<file path="src/rtl/adder_arbiter_pkg.sv">
// adder_arb_pkg: shared types and helpers for the adder_arbiter block.
//   state_t  - sequencer states (IDLE, RUN, DONE)
//   cnt_w()  - chunk-counter width, $clog2(chunks) but never below 1 bit
package adder_arb_pkg;

  typedef enum logic [1:0] {
    IDLE = 2'd0,
    RUN  = 2'd1,
    DONE = 2'd2
  } state_t;

  function automatic int cnt_w(input int chunks);
    return (chunks > 1) ? $clog2(chunks) : 1;
  endfunction

endpackage

</file>
<file path="src/rtl/adder_arbiter_if.sv">
// adder_arbiter_if: request, response and shared-adder signals of the
// adder_arbiter block.
//   req_valid/req_ready/req_a/req_b/req_cin : per-requester wide add requests,
//                                             requester i at [i*WIDE +: WIDE]
//   rsp_valid/rsp_ready/rsp_id/rsp_sum/rsp_cout/rsp_ovf : result channel
//   add_a/add_b/add_cin -> adder, add_sum/add_cout <- adder (combinational)
// Modports: slave = the arbiter, master = clients plus the adder instance.
interface adder_arbiter_if #(
  parameter int NUM_REQ   = 3,
  parameter int BIT_WIDTH = 4,
  parameter int CHUNKS    = 4
);
  localparam int WIDE = CHUNKS * BIT_WIDTH;
  localparam int IDW  = $clog2(NUM_REQ);

  logic [NUM_REQ-1:0]      req_valid;
  logic [NUM_REQ-1:0]      req_ready;
  logic [NUM_REQ*WIDE-1:0] req_a;
  logic [NUM_REQ*WIDE-1:0] req_b;
  logic [NUM_REQ-1:0]      req_cin;

  logic                    rsp_valid;
  logic                    rsp_ready;
  logic [IDW-1:0]          rsp_id;
  logic [WIDE-1:0]         rsp_sum;
  logic                    rsp_cout;
  logic                    rsp_ovf;

  logic [BIT_WIDTH-1:0]    add_a;
  logic [BIT_WIDTH-1:0]    add_b;
  logic                    add_cin;
  logic [BIT_WIDTH-1:0]    add_sum;
  logic                    add_cout;

  modport slave (
    input  req_valid, req_a, req_b, req_cin, rsp_ready, add_sum, add_cout,
    output req_ready, rsp_valid, rsp_id, rsp_sum, rsp_cout, rsp_ovf,
           add_a, add_b, add_cin
  );

  modport master (
    output req_valid, req_a, req_b, req_cin, rsp_ready, add_sum, add_cout,
    input  req_ready, rsp_valid, rsp_id, rsp_sum, rsp_cout, rsp_ovf,
           add_a, add_b, add_cin
  );

endinterface

</file>
<file path="src/rtl/adder_arbiter_rr.sv">
// rr_arbiter: combinational round-robin picker.
//   req_i  - request vector
//   ptr_i  - highest-priority index this cycle
//   en_i   - grant allowed
//   gnt_o  - one-hot grant (zero when disabled or no request)
//   id_o   - encoded grant index (0 when no grant)
module rr_arbiter #(
  parameter int NUM_REQ = 3,
  parameter int IDW     = $clog2(NUM_REQ)
) (
  input  logic [NUM_REQ-1:0] req_i,
  input  logic [IDW-1:0]     ptr_i,
  input  logic               en_i,
  output logic [NUM_REQ-1:0] gnt_o,
  output logic [IDW-1:0]     id_o
);

  always_comb begin
    int   idx;
    logic found;
    idx   = 0;
    found = 1'b0;
    gnt_o = '0;
    id_o  = '0;
    if (en_i) begin
      // Scan ptr, ptr+1, ... wrapping; first requester seen wins.
      for (int k = 0; k < NUM_REQ; k++) begin
        idx = int'(ptr_i) + k;
        if (idx >= NUM_REQ) idx = idx - NUM_REQ;
        if (!found && req_i[idx]) begin
          found      = 1'b1;
          gnt_o[idx] = 1'b1;
          id_o       = IDW'(idx);
        end
      end
    end
  end

endmodule

</file>
<file path="src/rtl/adder_arbiter.sv">
// adder_arbiter: shares one BIT_WIDTH adder between NUM_REQ requesters.
// Each accepted request is a CHUNKS*BIT_WIDTH add, sequenced LSB chunk first
// with the carry chained through a register; the result is held until the
// consumer takes it.
//   clk, rst : clock, asynchronous active-high reset
//   bus      : adder_arbiter_if.slave (requests, response, adder hookup)
// Optional: define ADDER_ARB_SIGNED_OVF_EN to produce a signed-overflow flag
// on rsp_ovf; otherwise rsp_ovf is tied low.
module adder_arbiter
  import adder_arb_pkg::*;
#(
  parameter int BIT_WIDTH = 4,
  parameter int CHUNKS    = 4,
  parameter int NUM_REQ   = 3
) (
  input  logic            clk,
  input  logic            rst,
  adder_arbiter_if.slave  bus
);

  localparam int WIDE = CHUNKS * BIT_WIDTH;
  localparam int IDW  = $clog2(NUM_REQ);
  localparam int CW   = cnt_w(CHUNKS);

  state_t          state_q;
  logic [IDW-1:0]  rr_ptr_q;
  logic [CW-1:0]   cnt_q;
  logic            carry_q;
  logic [WIDE-1:0] a_q, b_q, res_q;
  logic            cin_q;
  logic [IDW-1:0]  id_q;

  logic [NUM_REQ-1:0] gnt;
  logic [IDW-1:0]     gnt_id;
  logic               run;

  // Gating with rst keeps req_ready low while reset is held even though
  // the grant path is combinational.
  rr_arbiter #(.NUM_REQ(NUM_REQ), .IDW(IDW)) u_rr (
    .req_i (bus.req_valid),
    .ptr_i (rr_ptr_q),
    .en_i  ((state_q == IDLE) && !rst),
    .gnt_o (gnt),
    .id_o  (gnt_id)
  );

  assign run           = (state_q == RUN);
  assign bus.req_ready = gnt;
  assign bus.add_a     = run ? a_q[cnt_q*BIT_WIDTH +: BIT_WIDTH] : '0;
  assign bus.add_b     = run ? b_q[cnt_q*BIT_WIDTH +: BIT_WIDTH] : '0;
  assign bus.add_cin   = run && ((cnt_q == '0) ? cin_q : carry_q);

  assign bus.rsp_valid = (state_q == DONE);
  assign bus.rsp_id    = id_q;
  assign bus.rsp_sum   = res_q;
  assign bus.rsp_cout  = carry_q;

  always_ff @(posedge clk or posedge rst) begin
    if (rst) begin
      state_q  <= IDLE;
      rr_ptr_q <= '0;
      cnt_q    <= '0;
      carry_q  <= 1'b0;
      a_q      <= '0;
      b_q      <= '0;
      res_q    <= '0;
      cin_q    <= 1'b0;
      id_q     <= '0;
    end else begin
      case (state_q)
        IDLE: if (|gnt) begin
          a_q     <= bus.req_a[gnt_id*WIDE +: WIDE];
          b_q     <= bus.req_b[gnt_id*WIDE +: WIDE];
          cin_q   <= bus.req_cin[gnt_id];
          id_q    <= gnt_id;
          cnt_q   <= '0;
          state_q <= RUN;
        end
        RUN: begin
          res_q[cnt_q*BIT_WIDTH +: BIT_WIDTH] <= bus.add_sum;
          carry_q <= bus.add_cout;
          cnt_q   <= cnt_q + 1'b1;
          if (cnt_q == CW'(CHUNKS - 1)) state_q <= DONE;
        end
        DONE: if (bus.rsp_ready) begin
          state_q  <= IDLE;
          rr_ptr_q <= (id_q == IDW'(NUM_REQ - 1)) ? '0 : id_q + 1'b1;
        end
        default: state_q <= IDLE;
      endcase
    end
  end

`ifdef ADDER_ARB_SIGNED_OVF_EN
  logic ovf_q;

  // Sampled on the last chunk, whose adder sum carries the wide sign bit.
  always_ff @(posedge clk or posedge rst) begin
    if (rst) begin
      ovf_q <= 1'b0;
    end else if (run && (cnt_q == CW'(CHUNKS - 1))) begin
      ovf_q <= (a_q[WIDE-1] == b_q[WIDE-1]) &&
               (bus.add_sum[BIT_WIDTH-1] != a_q[WIDE-1]);
    end
  end

  assign bus.rsp_ovf = ovf_q;
`else
  assign bus.rsp_ovf = 1'b0;
`endif

endmodule

</file>
<file path="src/flat_wrapper.sv">
// flat-port wrapper written by rule: the top's interface ports become plain ports
module adder_arbiter_flat import adder_arb_pkg::*;
#(
  parameter int BIT_WIDTH = 4,
  parameter int CHUNKS    = 4,
  parameter int NUM_REQ   = 3
)
  (clk, rst, bus_req_valid, bus_req_a, bus_req_b, bus_req_cin, bus_rsp_ready, bus_add_sum, bus_add_cout, bus_req_ready, bus_rsp_valid, bus_rsp_id, bus_rsp_sum, bus_rsp_cout, bus_rsp_ovf, bus_add_a, bus_add_b, bus_add_cin);
  adder_arbiter_if #(.NUM_REQ(NUM_REQ), .BIT_WIDTH(BIT_WIDTH), .CHUNKS(CHUNKS)) bus_i ();
  input  logic clk;
  input  logic rst;
  input wire logic [$bits(bus_i.req_valid)-1:0] bus_req_valid;
  input wire logic [$bits(bus_i.req_a)-1:0] bus_req_a;
  input wire logic [$bits(bus_i.req_b)-1:0] bus_req_b;
  input wire logic [$bits(bus_i.req_cin)-1:0] bus_req_cin;
  input wire logic [$bits(bus_i.rsp_ready)-1:0] bus_rsp_ready;
  input wire logic [$bits(bus_i.add_sum)-1:0] bus_add_sum;
  input wire logic [$bits(bus_i.add_cout)-1:0] bus_add_cout;
  output wire logic [$bits(bus_i.req_ready)-1:0] bus_req_ready;
  output wire logic [$bits(bus_i.rsp_valid)-1:0] bus_rsp_valid;
  output wire logic [$bits(bus_i.rsp_id)-1:0] bus_rsp_id;
  output wire logic [$bits(bus_i.rsp_sum)-1:0] bus_rsp_sum;
  output wire logic [$bits(bus_i.rsp_cout)-1:0] bus_rsp_cout;
  output wire logic [$bits(bus_i.rsp_ovf)-1:0] bus_rsp_ovf;
  output wire logic [$bits(bus_i.add_a)-1:0] bus_add_a;
  output wire logic [$bits(bus_i.add_b)-1:0] bus_add_b;
  output wire logic [$bits(bus_i.add_cin)-1:0] bus_add_cin;
  assign bus_i.req_valid = bus_req_valid;
  assign bus_i.req_a = bus_req_a;
  assign bus_i.req_b = bus_req_b;
  assign bus_i.req_cin = bus_req_cin;
  assign bus_i.rsp_ready = bus_rsp_ready;
  assign bus_i.add_sum = bus_add_sum;
  assign bus_i.add_cout = bus_add_cout;
  assign bus_req_ready = bus_i.req_ready;
  assign bus_rsp_valid = bus_i.rsp_valid;
  assign bus_rsp_id = bus_i.rsp_id;
  assign bus_rsp_sum = bus_i.rsp_sum;
  assign bus_rsp_cout = bus_i.rsp_cout;
  assign bus_rsp_ovf = bus_i.rsp_ovf;
  assign bus_add_a = bus_i.add_a;
  assign bus_add_b = bus_i.add_b;
  assign bus_add_cin = bus_i.add_cin;
  adder_arbiter #(.BIT_WIDTH(BIT_WIDTH), .CHUNKS(CHUNKS), .NUM_REQ(NUM_REQ)) u_core (.clk(clk), .rst(rst), .bus(bus_i));
endmodule
</file>
<file path="config.mk">
export PLATFORM = sky130hd
export DESIGN_NAME = adder_arbiter_flat
export DESIGN_NICKNAME = d
export VERILOG_FILES = /design/src/rtl/adder_arbiter_pkg.sv /design/src/rtl/adder_arbiter_if.sv /design/src/rtl/adder_arbiter_rr.sv /design/src/rtl/adder_arbiter.sv /design/src/flat_wrapper.sv
export SDC_FILE = /design/constraint.sdc
export NUM_CORES = 1
export LEC_CHECK = 0
export CAP_MARGIN = 20
export CORE_MARGIN = 2
export CORE_UTILIZATION = 55
export DETAILED_ROUTE_END_ITERATION = 10
export DONT_BUFFER_PORTS = 1
export GPL_TIMING_DRIVEN = 0
export PLACE_DENSITY = 0.7
export SLEW_MARGIN = 20
export SYNTH_ARGS = -nofsm -noshare
export SYNTH_HDL_FRONTEND = slang
export SYNTH_SLANG_ARGS = --single-unit
</file>
<file path="constraint.sdc">
create_clock -name clk -period 5.75 [get_ports clk]
set_clock_uncertainty 0.05 [all_clocks]
set_input_delay 0 -clock clk [delete_from_list [all_inputs] [get_ports clk]]
set_output_delay 0 -clock clk [all_outputs]
set_load 0.02 [all_outputs]
</file>
==> flow_summary.ini <==
[sta]
max_slew_margin_pct = 45.44
fmax_mhz = 295.8
finalCriticalPeriod_ps = 3380
setup_violations = 0
rsz0062_at_grt = no
min_period_over_period_pct = 58.79
worst_hold_slack_ps = 216.5
setup_tns_ps = 0
finalWorstSetupSlack_ps = 2370
worst_pin_slew_ps = 814.0
slew_violations = 0
hold_viol_final = 0

[logic_synthesis]
yosys.area.top_type = dfrtp_1
synth-edff-count = 0
netlist_instances = 362
syn_avg_cell_area_um2 = 10.32
seq_area_frac_synth_pct = 38.86
synth.distinct_cells = 41
synth-async-reset-ratio_pct = 100.0
ys_top_cells_by_area = dfrtp_1 (39%), mux2i_1 (9.6%), o221ai_1 (7.7%)
synth.top_cells.by_count = dfrtp_1 (58), inv_1 (45), mux2i_1 (36)
synthMostInstantiatedCell = dfrtp_1
synth_top_flop_cell = dfrtp_1
synth_top_area_share_pct = 38.86
synth_seq_cells = 58
syn_area_mm2 = 0.003735
syn_nets = 482
synth_warnings = 0

[finish]
final_nets = 566
area_growth_syn_to_layout_pct = 28.98
final_layout_size_suffix_gt1_share_pct = 10.64
fin_util_pct = 72.10
n_antenna_cell = 0
n_fill_cell = 477

[floorplanning]
rows = 30
die-width_um = 86.41
die_h_um = 86.41
core-area_mm2 = 0.006681
start_util_pct = 55.90
fp.dieArea_mm2 = 0.007466
pin_count = 143

[critical_path]
crit_type = register to register
reg2reg_depth = 10
timing.critical_path.to_type = register
critPathArrivalTime_ps = 3590
cp_max_fo = 10
cp_data_required_time_ps = 5960
r2r_start = u_core.rr_ptr_q[0]
setup.worst_path.end = u_core.b_q[15]
startpoint = u_core.rr_ptr_q[0]
crit_chain = inv_1, ha_1, buf_2, o21ai_1, o2111ai_2, clkbuf_1, o22a_1, o221ai_1, dlygate4sd3_1, mux2i_1
slowest_stage = dlygate4sd3_1
cp_slowest_stage_delay_ps = 610
worstSetupStartpointType = register
r2r_end = u_core.b_q[15]
r2r_slack_ps = 2370

[route]
top_layer_used = met4
vias = 3237
drt_iter0_markers = 101
wl_per_cell_um = 19.08
drc = 0
viasPerCell = 6.096
met1Wirelength_um = 4224
met2_length_um = 5074
drtPass1Iterations = 5
wl_met3_um = 671
routed_wl_um = 10130
ant_nets = 0

[grt]
grt_max_degree = 59
grt-ovfl-total = 0
track_usage_pct = 28.42
antenna_found_initial = 0
grt_pass1_wl_um = 16460
first_global_vias = 3356

[cts]
numCtsBuffers = 9
h-tree-depth = 3
path_clk_slew_ps = 80
cts_tree = yes
clock-root-buffer = clkbuf_8
cts_buffer_depth = 2
cts-resized-gates = 0
clkLatencyLatePin_ps = 350
cts.sinks = 58

[run]
cap_violations = 0

[pwr]
leakagePower_nw = 2.192
ir_worst_vdd_v = 0.0002833
p_per_area_mw_per_mm2 = 577.3

[placement]
io_buffers = 0
gp_congestion = 0.7879
dpl_worst_slack_ps = 2910
hpwlAfterDp_um = 6554

[run_status]
status = finished clean

[worst_hold_path]
min_path_type = input pin to async pin
placed cells by master, fill, tap and decap left out, types with 2 or more instances in the layout:
| cell type | netlist | routed |
|---|---|---|
| bufinv_16 | 0 | 3 |
| clkbuf_1 | 12 | 12 |
| ha_1 | 10 | 10 |
| buf_2 | 8 | 8 |
| a22o_1 | 6 | 6 |
| inv_1 | 45 | 44 |
| clkbuf_8 | 0 | 9 |
| buf_6 | 4 | 4 |
| mux2i_1 | 36 | 36 |
| nand2b_1 | 8 | 8 |
| nor2_1 | 5 | 5 |
| o21ai_1 | 2 | 2 |
| nor3_1 | 2 | 2 |
| o21ai_0 | 2 | 2 |
| and2_1 | 9 | 9 |
| dlygate4sd3_1 | 0 | 73 |
| a21o_1 | 2 | 2 |
| nand3b_1 | 3 | 3 |
| nand2_1 | 30 | 30 |
| nor2b_1 | 2 | 2 |
| o22a_1 | 33 | 33 |
| clkinv_4 | 0 | 3 |
| o31ai_1 | 14 | 14 |
| mux2_4 | 2 | 2 |
| o221ai_1 | 33 | 33 |
| mux4_2 | 8 | 8 |
| a31oi_1 | 4 | 4 |
| nor3_2 | 2 | 2 |
| o211ai_1 | 3 | 3 |
| dfrtp_1 | 58 | 58 |
| a21oi_1 | 3 | 3 |
| nand3_1 | 3 | 3 |
metrics by stage:
step	instance area, um^2	cells	total power [mW]
2_1_floorplan	3735	362	1.837
3_3_place_gp	3835	442	2.078
3_5_place_dp	3837	442	2.113
4_1_cts	4817	531	2.759
5_1_grt	4817	531	2.964
6_report	4817	531	2.781
report_power, final:
group / switching (mW) / total (mW) / internal, mW
combinational: 0.781 / 1.48 / 0.703
clock: 0.182 / 0.473 / 0.291
sequential: 0.214 / 0.824 / 0.609
total: 1.18 / 2.78 / 1.60
worst max-delay path, delay by kind of cell, from the launching register on:
kind	cells	cell delay, ps
flops	1	400
buf+inv	4	1410
mux	1	130
fa+ha+maj	1	380
compound gates	4	950
layout make-up:
class / count / area, um^2 / share of cell area (%)
plain buffers: 26 / 142.6 / 2.961
repair buffers: 73 / 730.7 / 15.17
inverters: 46 / 175.2 / 3.636
clock inverters: 7 / 125.1 / 2.597
flip-flops and latches: 58 / 1451 / 30.13
well taps: 80 / 100.1 / 2.078
clock buffers: 9 / 123.9 / 2.571
multi-input cells: 232 / 1968 / 40.86
layer usage:
layer | track usage, % | up-vias
li1 | - | 1527
met1 | 35.35 | 1564
met2 | 48.53 | 132
met3 | 7.429 | 14
met4 | 8.807 | 0
met5 | 0 | -
state kept, by name, indices dropped and copies added (netlist names):
name	cells
u_core.state_q	2
u_core.a_q	16
u_core.bus.rsp_sum	16
u_core.b_q	16
u_core.bus.rsp_id	2
u_core.cin_q	1
u_core.bus.rsp_cout	1
u_core.cnt_q	2
u_core.rr_ptr_q	2
how the worst min path moves through the flow:
| stage | startpoint | slack, ps | depth (start not counted) | to |
|---|---|---|---|---|
| floorplan | bus_add_cout | 60 | 2 | u_core.bus.rsp_cout |
| global placement | bus_add_cout | 60 | 2 | u_core.bus.rsp_cout |
| detailed placement | rst | -6 | 1 | u_core.bus.rsp_sum[13] |
| CTS | rst | 240 | 2 | u_core.bus.rsp_sum[6] |
| global route | rst | 270 | 3 | bus_req_ready[2] |
| finish | rst | 220 | 2 | u_core.bus.rsp_sum[6] |
cell families after synthesis:
logic type,Yosys count,synth area share (%)
adders and majority gates,10,3.350
other,1,0.1004
AOI/OAI and AO/OA,107,24.32
DFF,58,38.86
muxes,46,15.28
and+or+nand+nor,68,9.648
buffers and inverters,72,8.442
timing repair:
action | 4_1_cts | 5_1_grt
hold buffers | 73 | 0
setup buffers | 0 | 0
hold endpoints to repair | 111 | 0
Note: power is estimated with default switching activity, not from simulation.
